--- src/rtl/mem_ctrl_pkg.sv ---
// Shared types and constants for the byte-serial memory controller.
package mem_ctrl_pkg;

  // Default RAM byte-address width.
  localparam int RamAddrBus = 17;

  // Controller states.
  typedef enum logic [1:0] {
    MC_IDLE = 2'd0,
    MC_RD   = 2'd1,
    MC_WR   = 2'd2,
    MC_DONE = 2'd3
  } mc_state_t;

  // Data access size codes (2'b00 behaves like a byte access).
  localparam logic [1:0] MemByte = 2'b01;
  localparam logic [1:0] MemHalf = 2'b10;
  localparam logic [1:0] MemWord = 2'b11;

  // Which requester owns the access in flight.
  typedef enum logic {
    OwnInst = 1'b0,
    OwnData = 1'b1
  } owner_t;

  // Number of bytes moved for a given size code.
  function automatic logic [2:0] size_len(input logic [1:0] size);
    case (size)
      MemHalf: size_len = 3'd2;
      MemWord: size_len = 3'd4;
      default: size_len = 3'd1;
    endcase
  endfunction

endpackage

--- src/rtl/mem_ctrl.sv ---
// Byte-serial memory controller: serves instruction fetches and data
// loads/stores from a byte-wide synchronous RAM, data requests first.
module mem_ctrl
  import mem_ctrl_pkg::*;
#(
  parameter int RAM_AW = RamAddrBus
) (
  input  logic              clk,
  input  logic              rst,
  input  logic              if_req,
  input  logic [31:0]       if_addr,
  input  logic              if_flush,
  output logic [31:0]       if_data,
  output logic              if_done,
  input  logic              mem_req,
  input  logic              mem_we,
  input  logic [31:0]       mem_addr,
  input  logic [1:0]        mem_size,
  input  logic [31:0]       mem_wdata,
  output logic [31:0]       mem_rdata,
  output logic              mem_done,
  output logic [RAM_AW-1:0] ram_a,
  output logic              ram_wr,
  output logic [7:0]        ram_din,
  input  logic [7:0]        ram_dout
);

  mc_state_t         state_reg;
  owner_t            owner_reg;
  logic [2:0]        len_reg;
  logic [2:0]        cnt_reg;
  logic [RAM_AW-1:0] addr_reg;
  logic [31:0]       wdata_reg;
  logic [31:0]       word_reg;
  logic [31:0]       word_next;
  logic [31:0]       if_data_reg;
  logic              if_done_reg;
  logic [31:0]       mem_rdata_reg;
  logic              mem_done_reg;
  logic [RAM_AW-1:0] ram_a_reg;
  logic              ram_wr_reg;
  logic [7:0]        ram_din_reg;

  // Address bits above the RAM window are deliberately ignored.
  logic unused_addr_bits;
  assign unused_addr_bits = ^{if_addr[31:RAM_AW], mem_addr[31:RAM_AW]};

  // Lane k-1 takes the RAM byte that was addressed in the previous cycle.
  for (genvar gi = 0; gi < 4; gi++) begin : g_lane
    assign word_next[8*gi +: 8] = (cnt_reg == 3'(gi + 1)) ? ram_dout
                                                          : word_reg[8*gi +: 8];
  end

  assign if_data   = if_data_reg;
  assign mem_rdata = mem_rdata_reg;
  assign mem_done  = mem_done_reg;
  assign ram_a     = ram_a_reg;
  assign ram_wr    = ram_wr_reg;
  assign ram_din   = ram_din_reg;
  // A branch arriving during the fetch's done cycle still cancels the pulse.
  assign if_done   = if_done_reg & ~if_flush;

  // Controller FSM: arbitration, byte sequencing, lane assembly, done pulses.
  always_ff @(posedge clk or negedge rst) begin
    if (!rst) begin
      state_reg     <= MC_IDLE;
      owner_reg     <= OwnInst;
      len_reg       <= 3'd0;
      cnt_reg       <= 3'd0;
      addr_reg      <= '0;
      wdata_reg     <= 32'd0;
      word_reg      <= 32'd0;
      if_data_reg   <= 32'd0;
      if_done_reg   <= 1'b0;
      mem_rdata_reg <= 32'd0;
      mem_done_reg  <= 1'b0;
      ram_a_reg     <= '0;
      ram_wr_reg    <= 1'b0;
      ram_din_reg   <= 8'd0;
    end else begin
      case (state_reg)
        MC_IDLE: begin
          if (mem_req) begin
            owner_reg <= OwnData;
            addr_reg  <= mem_addr[RAM_AW-1:0];
            ram_a_reg <= mem_addr[RAM_AW-1:0];
            len_reg   <= size_len(mem_size);
            cnt_reg   <= 3'd0;
            word_reg  <= 32'd0;
            if (mem_we) begin
              state_reg   <= MC_WR;
              ram_wr_reg  <= 1'b1;
              ram_din_reg <= mem_wdata[7:0];
              wdata_reg   <= mem_wdata >> 8;
            end else begin
              state_reg <= MC_RD;
            end
          end else if (if_req && !if_flush) begin
            owner_reg <= OwnInst;
            addr_reg  <= if_addr[RAM_AW-1:0];
            ram_a_reg <= if_addr[RAM_AW-1:0];
            len_reg   <= 3'd4;
            cnt_reg   <= 3'd0;
            word_reg  <= 32'd0;
            state_reg <= MC_RD;
          end
        end

        MC_RD: begin
          if (owner_reg == OwnInst && if_flush) begin
            // Branch taken: drop the fetch without touching if_data.
            state_reg <= MC_IDLE;
          end else begin
            word_reg <= word_next;
            if (cnt_reg == len_reg) begin
              state_reg <= MC_DONE;
              if (owner_reg == OwnInst) begin
                if_data_reg <= word_next;
                if_done_reg <= 1'b1;
              end else begin
                mem_rdata_reg <= word_next;
                mem_done_reg  <= 1'b1;
              end
            end else begin
              cnt_reg <= cnt_reg + 3'd1;
              if (cnt_reg + 3'd1 < len_reg) begin
                ram_a_reg <= addr_reg + RAM_AW'(cnt_reg + 3'd1);
              end
            end
          end
        end

        MC_WR: begin
          if (cnt_reg == len_reg - 3'd1) begin
            state_reg    <= MC_DONE;
            ram_wr_reg   <= 1'b0;
            mem_done_reg <= 1'b1;
          end else begin
            cnt_reg     <= cnt_reg + 3'd1;
            ram_a_reg   <= addr_reg + RAM_AW'(cnt_reg + 3'd1);
            ram_din_reg <= wdata_reg[7:0];
            wdata_reg   <= wdata_reg >> 8;
          end
        end

        default: begin
          // MC_DONE: pulse lasts exactly one cycle, no request sampling here.
          if_done_reg  <= 1'b0;
          mem_done_reg <= 1'b0;
          state_reg    <= MC_IDLE;
        end
      endcase
    end
  end

endmodule

--- config.mk ---
export PLATFORM = sky130hd
export DESIGN_NAME = mem_ctrl
export DESIGN_NICKNAME = d
export VERILOG_FILES = /design/src/rtl/mem_ctrl_pkg.sv /design/src/rtl/mem_ctrl.sv
export SDC_FILE = /design/constraint.sdc
export NUM_CORES = 1
export LEC_CHECK = 0
export BUFFER_PORTS_ARGS = -buffer_cell sky130_fd_sc_hd__buf_4
export CORE_MARGIN = 5
export CORE_UTILIZATION = 50
export DETAILED_ROUTE_END_ITERATION = 10
export GPL_TIMING_DRIVEN = 0
export PLACE_DENSITY_LB_ADDON = 0.1
export SETUP_SLACK_MARGIN = 0.4
export SLEW_MARGIN = 10
export SYNTH_ARGS = -nofsm -noshare
export SYNTH_HDL_FRONTEND = slang
export SYNTH_SLANG_ARGS = --single-unit
--- constraint.sdc ---
create_clock -name clk -period 5.33 [get_ports clk]
set_clock_uncertainty 0.2 [all_clocks]
set_input_delay 0 -clock clk [delete_from_list [all_inputs] [get_ports clk]]
set_output_delay 0 -clock clk [all_outputs]
set_load 0.005 [all_outputs]
Yosys cells after proc, flatten, opt, wreduce, memory -nomap -nowiden --
Cells that the tools add are included.
Operators by class: multiplexer cells 54, reduce and logical (&&, ||, !) cells 20, add/sub/neg operators 4, equality and inequality tests 22, order comparisons 1, bitwise logic cells 6
Operators with widths (number):
- $mux 32 | 6
- $pmux 32 s2 | 2
- $mux 17 | 6
- $mux 8 | 7
- $pmux 17 s3 | 1
- $mux 3 | 7
- $ne 2x2->1 const B | 10
- $reduce_and 4->1 | 5
- $add 17x4->17 | 1
- $pmux 8 s2 | 1
- $mux 1 | 12
- $mux 2 | 6
- $reduce_and 5->1 | 2
- $pmux 3 s3 | 1
- $eq 2x2->1 const B | 3
- $eq 3x2->1 const B | 2
- $eq 3x3->1 | 2
- $ne 3x3->1 const B | 2
- $pmux 2 s3 | 1
- $pmux 3 s2 | 1
- $reduce_and 3->1 | 2
- $reduce_and 6->1 | 1
- $reduce_bool 2->1 | 3
- $not 1->1 | 5
- 16 further kinds | 18
Storage, ports and cells: input bits 112, word-level logic and storage cells 121, register bits after elaboration 182, output and inout port bits 92

Logic depth before layout (Yosys ltp) --
depth after elaboration 6, mapped depth 9, depth with buffers taken out 9

Least setup slack after synthesis --
Ideal clock, no wire load.
path kind reg2reg, from register cnt_reg[1], to register ram_a_reg[10], in the netlist ram_a[10], arrival 2.213 ns, cell stages (with the launch flop) 10, setup slack 2.792 ns, buffers on the path 1, data required time 5.005 ns, setup time 0.125 ns, cell sequence dfrtp_1 -> inv_1 -> ha_1 -> ha_1 -> nor2b_1 -> o21ai_0 -> nand2b_1 -> a21oi_4 -> buf_12 -> mux2_4
Between the ends: cells in the longest elaborated chain, start to end 6, elaborated cells on any way between the ends 15, those cells by class add/sub: 3; order compare: 1; eq/ne: 5; mux: 5; reduce/logical: 1
RTL lines:
- from (decl) | line mem_ctrl.sv:31 | logic [2:0] cnt_reg;
- from (signal assigned) | line mem_ctrl.sv:125 | cnt_reg <= cnt_reg + 3'd1;
- from (signal assigned) | line mem_ctrl.sv:139 | cnt_reg <= cnt_reg + 3'd1;
- $add 3x1->4 | line mem_ctrl.sv:127, mem_ctrl.sv:140
- $add 17x4->17 | line mem_ctrl.sv:127, mem_ctrl.sv:140
- $mux 17 | line mem_ctrl.sv:126 | if (cnt_reg + 3'd1 < len_reg) begin
- $mux 17 | line mem_ctrl.sv:115 | if (cnt_reg == len_reg) begin
- $mux 17 | line mem_ctrl.sv:110 | if (owner_reg == OwnInst && if_flush) begin
- $pmux 17 s3 | line mem_ctrl.sv:81 | case (state_reg)
- to (signal assigned) | line mem_ctrl.sv:86 | ram_a_reg <= mem_addr[RAM_AW-1:0];
- to (signal assigned) | line mem_ctrl.sv:127 | ram_a_reg <= addr_reg + RAM_AW'(cnt_reg + 3'd1);
- to (signal assigned) | line mem_ctrl.sv:140 | ram_a_reg <= addr_reg + RAM_AW'(cnt_reg + 3'd1);
- to (decl) | line mem_ctrl.sv:40 | logic [RAM_AW-1:0] ram_a_reg;
Several ways; a longest one is shown, not always the timed one. The select of a mux whose other input is x is not followed. A chain may end at the register's enable or synchronous reset.

Worst setup path after layout --
from register state_reg[0], to register len_reg[1]
Between the ends: cells in the longest elaborated chain, start to end 2
RTL lines:
- from (decl) | line mem_ctrl.sv:28 | mc_state_t state_reg;
- from (signal assigned) | line mem_ctrl.sv:66 | state_reg <= MC_IDLE;
- from (signal assigned) | line mem_ctrl.sv:91 | state_reg <= MC_WR;
- from (signal assigned) | line mem_ctrl.sv:96 | state_reg <= MC_RD;
- $logic_not 2->1 | line mem_ctrl.sv:81
- $reduce_and 2->1 (no line)
- to (signal assigned) | line mem_ctrl.sv:87 | len_reg <= size_len(mem_size);
- to (decl) | line mem_ctrl.sv:30 | logic [2:0] len_reg;
No other way between the ends.

==> flow_summary.yaml <==
global_routing:
  grtUsageTotal_pct: 23.8
  grt_pass1_vias: 7358
  antenna_found_initial: 0
  grt-ovfl-total: 0
  grt_first_pass_wirelength_mm: 37.5
  grt_max_degree: 101
timing:
  setup_viol: 0
  finalMaxSlewViolations: 0
  slew_headroom_pct: 49.6
  max_freq_mhz: 341
  fin_setup_tns_ps: 0
  rsz0062_at_grt: "false"
  hold_viol: 0
  worstMarginPinSlew_ps: 756
  setup_ws_ps: 2400
  period_needed_ps: 2930
  timing.final.crit_share_pct: 55.0
clock_network:
  clk_latency_ps: 440
  clockBufferDepth: 2
  numClockSinks: 174
  path_clk_slew_ps: 60
  cts_buffers: 17
  cts_resized: 0
  cts_root_buffer: "clkbuf_16"
  htreeDepth: 4
  cts_tree: "done"
pwr:
  p_leak_nw: 5.50
  fin_total_pwr_mw: 6.37
  power.density_nw_per_um2: 563
  vdd_drop_max_v: 0.000292
floorplan:
  die_h_microns: 139
  start_util_pct: 50.7
  die_x_microns: 139
  pin_count: 204
  core.rowCount: 47
  die_area_sq_um: 19400
  core_sq_um: 16500
synth:
  synth_warnings: 0
  yosysTopAreaCellShare_pct: 52.2
  ys_seq_elements: 174
  syn_area_per_cell_sq_um: 10.0
  synth_area_leaders: "dfrtp_1 (52%), o21ai_0 (9.1%), mux2i_1 (8.9%), nand2_1 (6.9%), ha_1 (2.4%)"
  yosysMostFrequentCell: "dfrtp_1"
  synth_top_cell_by_area: "dfrtp_1"
  async_flop_share_pct: 100
  ys_top_cells_by_count: "dfrtp_1 (174), nand2_1 (153), o21ai_0 (151)"
  ys_types: 49
  ys_seq_area_share_pct: 52.2
  synth_edf_count: 0
  syn_inst: 831
  syn-num-nets: 960
  synth_ff_type: "dfrtp_1"
  synth_area_sq_um: 8340
outcome:
  outcome: "finished, final reports clean"
routing:
  drtAntennaViolNets: 0
  drt-initial-drc-count: 456
  drc: 0
  wl_mm: 23.0
  dr.pass1.iters: 5
  routedWlPerCell_microns: 17.2
  routed_via_density: 5.38
  num_vias: 7195
cells_and_area:
  synthToLayoutAreaGrowth_pct: 35.7
  multi_input_area_sq_um: 3730
  drive_gt1_share_pct: 20.9
  stdcell_count: 1337
  antennaDiodeCount: 0
  fin_nets: 1235
  postLayoutCoreUtil_pct: 68.7
  seqCellArea_sq_um: 4350
  fillers: 1316
critical_path:
  crit_arrival_ps: 3110
  required_ps: 5500
  startpoint: "state_reg[0]"
  cp-endpoint: "len_reg[1]"
  reg2reg_to: "len_reg[1]"
  reg2reg_from: "state_reg[0]"
  cp-start-kind: "register"
  worst-setup-path-type: "register to register"
  end_kind: "register"
  r2r_setup_slack_ps: 2400
  r2r_cells: 9
  worstPathMaxFanout: 10
job:
  drv_cap: 0
place:
  routabilityCongestion: 0.855
  dpl_worst_slack_ps: 2480
  dp_hpwl_mm: 15.7
  dp_cells: 1224
  port_buffers: 172
min_path:
  min_path_type: "input pin to register"
==> layout by cell type, fill, tap and decap left out, types with 5 or more instances in the layout <==
master,n
nor2b_1,12
buf_2,5
dlygate4sd3_1,82
clkbuf_1,38
mux2i_1,74
a22oi_1,8
o31ai_1,5
ha_1,16
dfrtp_1,174
o21ai_0,151
xor2_1,7
buf_4,171
mux2_4,10
and3_1,24
inv_1,15
nor2_1,7
nand2_1,153
nand2b_1,16
a21oi_1,39
a31oi_1,6
and2_1,5
nand3_1,9
clkbuf_16,17
mux2_2,10
==> cell type report <==
type                    instances  area share [%]
repair buffers                256            19.2
clock buffers                  19            3.91
multi-input cells             595            33.0
flip-flops and latches        174            38.5
clock inverters                11           0.763
well taps                     220            2.43
plain buffers                  47            1.76
inverters                      15           0.497
==> kinds of logic after synthesis <==
logic type	synth area share, %
AO/OA/AOI/OAI	14.6
AND/OR/NAND/NOR	14.0
XOR/XNOR	1.43
flip-flops	52.2
buffers and inverters	3.06
adder cells (fa/ha/maj)	2.64
multiplexers	12.0
==> critical path, cell delays in order, from the launching register on <==
cell and delay, ps:
dfrtp_1 400, inv_1 80, ha_1 220, clkbuf_1 220, nand2_1 160, clkbuf_1 410, clkbuf_1 440, nand2_1 100
o31ai_1 70, dlygate4sd3_1 570
==> per-stage QoR <==
| step | hold slack [ps] | area [sq um] |
|---|---|---|
| floorplan | -496 | 8340 |
| global placement | -5.68 | 9910 |
| detailed placement | -192 | 9940 |
| CTS | 36.1 | 11300 |
| global route | 71.6 | 11300 |
| finish | 31.5 | 11300 |
==> where the power goes <==
part	switching, mW	internal (mW)	total [mW]
clock	0.542	0.609	1.15
sequential	0.360	1.86	2.22
combinational	1.60	1.39	3.00
==> timing repair <==
action,4_1_cts,5_1_grt
endpoints found under the hold margin,342,0
setup buffers,0,0
hold buffers,83,0
==> routing by layer <==
layer	wire, microns	vias up	global-route usage [%]	share of wire (%)
met5	0	-	0	0
met4	478	0	8.55	2.1
met3	1050	38	4.00	4.5
met2	12100	210	42.7	53
met1	9390	3484	28.8	41
li1	-	3463	-	-
==> how the worst min path moves through the flow <==
stage / start / end / slack [ps] / depth (start not counted)
4_1_cts: mem_addr[13] / ram_a[13] / 40 / 5
5_1_grt: mem_addr[13] / ram_a[13] / 70 / 5
3_5_place_dp: rst / mem_rdata[5] / -190 / 1
2_1_floorplan: rst / addr_reg[0] / -500 / 0
6_report: mem_addr[13] / ram_a[13] / 30 / 5
3_3_place_gp: mem_size[0] / len_reg[1] / -6 / 2
Power figures use the tool's default switching activity.
